[src/rtl/ddr5_cmd_issuer_pkg.sv]
// Shared declarations for the DDR5 command issuer: request layout,
// command encoding, default timing constants and the timer width.
package Declarations2;

    // Mapped request from the queue side.
    typedef struct packed {
        logic [1:0]  operation;
        logic [2:0]  bank_group;
        logic [1:0]  bank;
        logic [15:0] row;
        logic [7:0]  col_high;
        logic [1:0]  col_low;
    } mem_request_t;

    typedef enum logic [2:0] {
        CMD_NOP  = 3'd0,
        CMD_ACT0 = 3'd1,
        CMD_ACT1 = 3'd2,
        CMD_RD0  = 3'd3,
        CMD_RD1  = 3'd4,
        CMD_WR0  = 3'd5,
        CMD_WR1  = 3'd6,
        CMD_PRE  = 3'd7
    } cmd_t;

    localparam int DEF_TRCD   = 39;
    localparam int DEF_TCL    = 40;
    localparam int DEF_TCWL   = 38;
    localparam int DEF_TBURST = 8;
    localparam int DEF_TRAS   = 76;
    localparam int DEF_TRP    = 39;

    localparam int TMR_W = 16;

    // Operation 1 is the only write; 0 and 2 are reads, 3 is illegal.
    function automatic logic is_write(input logic [1:0] op);
        return op == 2'd1;
    endfunction

endpackage

[src/rtl/ddr5_timer.sv]
// Load/decrement down-counter with a zero flag; holds at zero.
// Ports: clk_i, rst_i (sync, active high), load_i, val_i, zero_o.
module ddr5_timer #(
    parameter int W = 16
) (
    input  logic         clk_i,
    input  logic         rst_i,
    input  logic         load_i,
    input  logic [W-1:0] val_i,
    output logic         zero_o
);

    logic [W-1:0] cnt_q;
    logic [W-1:0] cnt_d;

    always_comb begin
        cnt_d = cnt_q;
        if (load_i) begin
            cnt_d = val_i;
        end else if (cnt_q != '0) begin
            cnt_d = cnt_q - 1'b1;
        end
    end

    always_ff @(posedge clk_i) begin
        if (rst_i) begin
            cnt_q <= '0;
        end else begin
            cnt_q <= cnt_d;
        end
    end

    assign zero_o = (cnt_q == '0);

endmodule

[src/rtl/ddr5_cmd_issuer.sv]
// Single-request DDR5 command sequencer: ACT0/ACT1, RD/WR pair, PRE,
// then done after tRP. Ports: clock, reset, req_valid/req/req_ready
// handshake in; cmd_valid/cmd_type/cmd_* command bus, done, op_error out.
module ddr5_cmd_issuer
    import Declarations2::*;
#(
    parameter int TRCD   = DEF_TRCD,
    parameter int TCL    = DEF_TCL,
    parameter int TCWL   = DEF_TCWL,
    parameter int TBURST = DEF_TBURST,
    parameter int TRAS   = DEF_TRAS,
    parameter int TRP    = DEF_TRP
) (
    input  logic         clock,
    input  logic         reset,
    input  logic         req_valid,
    input  mem_request_t req,
    output logic         req_ready,
    output logic         cmd_valid,
    output cmd_t         cmd_type,
    output logic [2:0]   cmd_bg,
    output logic [1:0]   cmd_bank,
    output logic [15:0]  cmd_row,
    output logic [9:0]   cmd_col,
    output logic         done,
    output logic         op_error
);

    typedef enum logic [3:0] {
        IDLE, ACT0, ACT1, WAIT_RCD, CAS0,
        CAS1, WAIT_DATA, PRE, WAIT_RP
    } state_t;

    // Wait states last N cycles and exit on the zero flag, so the timer
    // is loaded with N-1. Wait lengths: RCD = TRCD-2, data = lat+TBURST-2,
    // RP = TRP-1. TRAS is loaded at ACT0 so it hits zero at T0+TRAS-1.
    localparam logic [TMR_W-1:0] RCD_LD = TMR_W'(TRCD - 3);
    localparam logic [TMR_W-1:0] RD_LD  = TMR_W'(TCL + TBURST - 3);
    localparam logic [TMR_W-1:0] WR_LD  = TMR_W'(TCWL + TBURST - 3);
    localparam logic [TMR_W-1:0] RP_LD  = TMR_W'(TRP - 2);
    localparam logic [TMR_W-1:0] RAS_LD = TMR_W'(TRAS - 2);

    state_t       state_q, state_d;
    mem_request_t req_q, req_d;
    logic         done_q, done_d;
    logic         err_q, err_d;
    logic         live_q;

    logic             dly_ld;
    logic [TMR_W-1:0] dly_val;
    logic             dly_zero;
    logic             tras_ld;
    logic             tras_zero;

    ddr5_timer #(.W(TMR_W)) u_dly (
        .clk_i  (clock),
        .rst_i  (reset),
        .load_i (dly_ld),
        .val_i  (dly_val),
        .zero_o (dly_zero)
    );

    ddr5_timer #(.W(TMR_W)) u_tras (
        .clk_i  (clock),
        .rst_i  (reset),
        .load_i (tras_ld),
        .val_i  (RAS_LD),
        .zero_o (tras_zero)
    );

    // live_q keeps req_ready low in the cycle right after a reset edge.
    assign req_ready = (state_q == IDLE) && live_q;
    assign done      = done_q;
    assign op_error  = err_q;

    always_comb begin
        state_d = state_q;
        req_d   = req_q;
        done_d  = 1'b0;
        err_d   = 1'b0;
        dly_ld  = 1'b0;
        dly_val = '0;
        tras_ld = 1'b0;
        unique case (state_q)
            IDLE: begin
                if (req_valid && req_ready) begin
                    req_d = req;
                    if (req.operation == 2'd3) begin
                        err_d = 1'b1;
                    end else begin
                        state_d = ACT0;
                    end
                end
            end
            ACT0: begin
                tras_ld = 1'b1;
                state_d = ACT1;
            end
            ACT1: begin
                dly_ld  = 1'b1;
                dly_val = RCD_LD;
                state_d = WAIT_RCD;
            end
            WAIT_RCD: begin
                if (dly_zero) state_d = CAS0;
            end
            CAS0: state_d = CAS1;
            CAS1: begin
                dly_ld  = 1'b1;
                dly_val = is_write(req_q.operation) ? WR_LD : RD_LD;
                state_d = WAIT_DATA;
            end
            WAIT_DATA: begin
                if (dly_zero && tras_zero) state_d = PRE;
            end
            PRE: begin
                dly_ld  = 1'b1;
                dly_val = RP_LD;
                state_d = WAIT_RP;
            end
            WAIT_RP: begin
                if (dly_zero) begin
                    state_d = IDLE;
                    done_d  = 1'b1;
                end
            end
            default: state_d = IDLE;
        endcase
    end

    always_comb begin
        cmd_valid = 1'b0;
        cmd_type  = CMD_NOP;
        cmd_bg    = '0;
        cmd_bank  = '0;
        cmd_row   = '0;
        cmd_col   = '0;
        case (state_q)
            ACT0, ACT1: begin
                cmd_valid = 1'b1;
                cmd_type  = (state_q == ACT0) ? CMD_ACT0 : CMD_ACT1;
                cmd_bg    = req_q.bank_group;
                cmd_bank  = req_q.bank;
                cmd_row   = req_q.row;
            end
            CAS0, CAS1: begin
                cmd_valid = 1'b1;
                if (is_write(req_q.operation)) begin
                    cmd_type = (state_q == CAS0) ? CMD_WR0 : CMD_WR1;
                end else begin
                    cmd_type = (state_q == CAS0) ? CMD_RD0 : CMD_RD1;
                end
                cmd_bg   = req_q.bank_group;
                cmd_bank = req_q.bank;
                cmd_col  = {req_q.col_high, req_q.col_low};
            end
            PRE: begin
                cmd_valid = 1'b1;
                cmd_type  = CMD_PRE;
                cmd_bg    = req_q.bank_group;
                cmd_bank  = req_q.bank;
            end
            default: ;
        endcase
    end

    always_ff @(posedge clock) begin
        if (reset) begin
            state_q <= IDLE;
            req_q   <= '0;
            done_q  <= 1'b0;
            err_q   <= 1'b0;
            live_q  <= 1'b0;
        end else begin
            state_q <= state_d;
            req_q   <= req_d;
            done_q  <= done_d;
            err_q   <= err_d;
            live_q  <= 1'b1;
        end
    end

endmodule

[config.mk]
export PLATFORM = sky130hd
export DESIGN_NAME = ddr5_cmd_issuer
export DESIGN_NICKNAME = d
export VERILOG_FILES = /design/src/rtl/ddr5_cmd_issuer_pkg.sv /design/src/rtl/ddr5_timer.sv /design/src/rtl/ddr5_cmd_issuer.sv
export SDC_FILE = /design/constraint.sdc
export NUM_CORES = 1
export LEC_CHECK = 0
export CAP_MARGIN = 20
export CORE_ASPECT_RATIO = 1.1
export CORE_MARGIN = 5
export CORE_UTILIZATION = 54
export CTS_BUF_LIST = sky130_fd_sc_hd__clkbuf_8
export CTS_CLUSTER_SIZE = 10
export DETAILED_ROUTE_END_ITERATION = 8
export PLACE_DENSITY_LB_ADDON = 0.1
export SETUP_SLACK_MARGIN = 0.5
export SLEW_MARGIN = 20
export SYNTH_ARGS = -nofsm -noshare
export SYNTH_HDL_FRONTEND = slang
export SYNTH_HIERARCHICAL = 1
export SYNTH_SLANG_ARGS = --single-unit
[constraint.sdc]
create_clock -name clock -period 3.35 [get_ports clock]
set_clock_uncertainty 0.1 [all_clocks]
set_input_delay 1.005 -clock clock [delete_from_list [all_inputs] [get_ports clock]]
set_output_delay 1.005 -clock clock [all_outputs]
set_load 0.03 [all_outputs]
==> metrics.cfg <==
[detailed_routing]
routed_via_density=5.311
drt_iter0_drc=151
wl_per_cell_um=13.36
first_pass_iters=4
wirelength_um=8806
drc_errors=0
ant_nets=0
vias=3500

[clocking]
cts_sinks=72
path_clk_slew_ns=0.07
htreeDepth=3
cts_root_buf=clkbuf_8
hold_buffers=0
numCtsBuffers=9
clk_path_buf_depth=2
cts_tree=done
clk_latency_ns=0.35

[global_routing]
grt-busiest-layer=met2
antenna_found_initial=0
gr-usage-met3_pct=7.943
gr-total-overflow=0
grt_max_degree=60
grt_util_met2_pct=32.85
grt.total_usage_pct=19.61
met1_usage_pct=23.35
grt_pass1_wl_um=14970
grt_pass1_vias=3341

[critical_path]
critPathMaxStageDelay_ns=0.59
cp.depth=8
worst-path-max-fanout=6
r2r_slack_ns=0.60
cp_num_buf_inv=1
crit_start=u_dly/cnt_q[0]
end_kind=flop
rr_startpoint=u_dly/cnt_q[0]
start_kind=flop
r2r-end=state_q[0]
slowest_stage=or4_4
endpoint=state_q[0]
required_ns=3.49
path_class=reg -> reg
rr_worst_depth=8
arrival_ns=2.89
path_cells=inv_1 > ha_1 > or3b_2 > or4_4 > nor2_1 > nand2_1 > a31o_2 > o32ai_1
crit_family=simple AND/OR/NAND/NOR gates

[floorplan]
die_h_um=99.30
core_area_mm2=0.007047
start_util_pct=55.56
die_w_um=91.19
die-area_mm2=0.009055
num_rows=32
io_pins=74

[logic_synthesis]
yosys.cell_types.count=64
yosys_warnings=6
postSynthCellCount=470
synth_area_mm2=0.003915
syn_avg_cell_area_um2=8.330
ys_ff_latch=72
async_flop_share_pct=0
yosysSeqAreaShare_pct=36.82
synthFlopType=dfxtp_1
synth_edf_count=0

[timing]
rsz0062_at_grt=false
fin_crit_sh_pct=81.99
slew_viol_final=0
fin_crit_ns=2.747
relSlewSlack_pct=31.25
max_freq_ghz=0.3641
worstMarginPinSlew_ns=1.029
finalHoldViolCount=0
setup_violations=0
timing.setup.tns_ns=0

[final_layout]
multi_input_area_mm2=0.002387
final_cell_area_mm2=0.004955
nets=609
nFillCells=585
most-common-layout-cells=102 x nand2_1, 69 x dfxtp_1, 37 x clkdlybuf4s50_1
mostFrequentLayoutCell=nand2_1
n_antenna_cell=0
drive_above_1_share_pct=13.94
syn2layout_area_growth_pct=26.56
ff_latch_area_mm2=0.001448

[job]
maxCapViolCount=0

[run_status]
outcome=complete, no violations

[worst_hold_path]
hold_path_class=reg -> reg

[placement]
place.gp.congestion=0.8380
hpwlAfterDp_um=6209
io_buffers=73
dpl_cell_area_mm2=0.004753

[pwr]
vdd_drop_max_uv=501.7
leakage_nw=2.046
power_density_mw_per_mm2=664.0

## where the power goes
| group | leakage, nW | switching, W | internal [W] |
|---|---|---|---|
| Sequential | 0.592 | 0.000213 | 0.00105 |
| Clock | 0.0838 | 0.000316 | 0.000277 |
| Combinational | 1.37 | 0.000777 | 0.000658 |
| Total | 2.05 | 0.00131 | 0.00198 |
## registers in the layout, summed over array words and instances, names as in the netlist
register	flops
req_q	33
u_dly/cnt_q	16
u_tras/cnt_q	16
state_q	4
done	1
live_q	1
op_error	1
## through the flow
| stage | total power [W] | instances | util, % | setup WS (ns) | hold WS [ns] |
|---|---|---|---|---|---|
| CTS | 0.003303 | 655 | 69.82 | 0.5010 | 0.3575 |
| finish | 0.003290 | 659 | 70.31 | 0.6032 | 0.3554 |
| global placement | 0.002664 | 641 | 67.45 | 0.4666 | 0.3373 |
| global route | 0.003528 | 659 | 70.31 | 0.4994 | 0.3797 |
| detailed placement | 0.002705 | 641 | 67.45 | 0.4427 | 0.3438 |
| floorplan | 0.002404 | 500 | - | 0.6335 | 0.3301 |
## worst min path at each step
stage | from | to | slack, ns | cells after the start
4_1_cts | req_q[13] | req_q[13] | 0.36 | 2
3_3_place_gp | req_q[11] | req_q[11] | 0.34 | 2
6_report | req_q[5] | req_q[5] | 0.36 | 2
3_5_place_dp | req_q[28] | req_q[28] | 0.34 | 2
5_1_grt | req_q[5] | req_q[5] | 0.38 | 2
2_1_floorplan | req_q[0] | req_q[0] | 0.33 | 2
## tightest hold or removal path, stage by stage, from the launching register on
cell and delay (ns):
dfxtp_1 0.31, nand2_1 0.05, mux2i_1 0.05
## cell usage after synthesis (3+ instances only)
master | count | area (µm²)
nor4_4 | 3 | 63.81
nand4_1 | 4 | 25.02
a31oi_1 | 3 | 18.77
nor3b_1 | 4 | 30.03
o21ai_0 | 20 | 100.1
a21oi_1 | 13 | 65.06
o31a_1 | 3 | 26.28
nor3_1 | 15 | 75.07
inv_1 | 10 | 37.54
nor2b_1 | 4 | 25.02
buf_12 | 3 | 60.06
buf_2 | 6 | 30.03
o21ai_1 | 3 | 15.01
nor4_1 | 5 | 31.28
mux2i_1 | 36 | 360.4
buf_6 | 3 | 33.78
nand3_1 | 7 | 35.03
o31ai_1 | 3 | 22.52
dfxtp_1 | 72 | 1441
clkbuf_1 | 11 | 41.29
xor2_1 | 9 | 78.83
nor2_1 | 26 | 97.59
buf_1 | 3 | 11.26
or3_1 | 6 | 37.54
xnor2_1 | 12 | 105.1
and2_1 | 32 | 200.2
nand2_1 | 102 | 382.9
## final cells by class
| cell class | instances | share of cell area, % |
|---|---|---|
| repair buffers | 88 | 16.46 |
| flip-flops and latches | 72 | 29.22 |
| multi-input cells | 390 | 48.18 |
| clock inverters | 4 | 0.4545 |
| inverters | 10 | 0.7576 |
| clock buffers | 10 | 2.778 |
| well taps | 85 | 2.146 |
## kinds of logic (layout without fill, tap and decap cells)
logic type                 after synthesis  in the layout  synth area share (%)
and+or+nand+nor                        232            232                 31.32
other                                    2             32                0.1918
AOI/OAI and AO/OA                       67             67                 11.41
adders and majority gates                2              2                0.6391
muxes                                   36             36                 9.204
xor gates and xnor gates                21             21                 4.698
buffers and inverters                   38            112                 5.721
DFF                                     72             72                 36.82
## metal layers
metal	part of all wire (%)	vias to the layer above
li1	-	1788
met1	44	1633
met2	48	70
met3	6.9	9
met4	0.97	0
met5	0	-
## repair_timing
item / 4_1_cts / 5_1_grt
resized for setup: 28 / 12
buffers inserted: 0 / 4
pin swaps: 0 / 1
endpoints found under the setup margin: 36 / 25
Note: power is estimated with default switching activity, not from simulation.
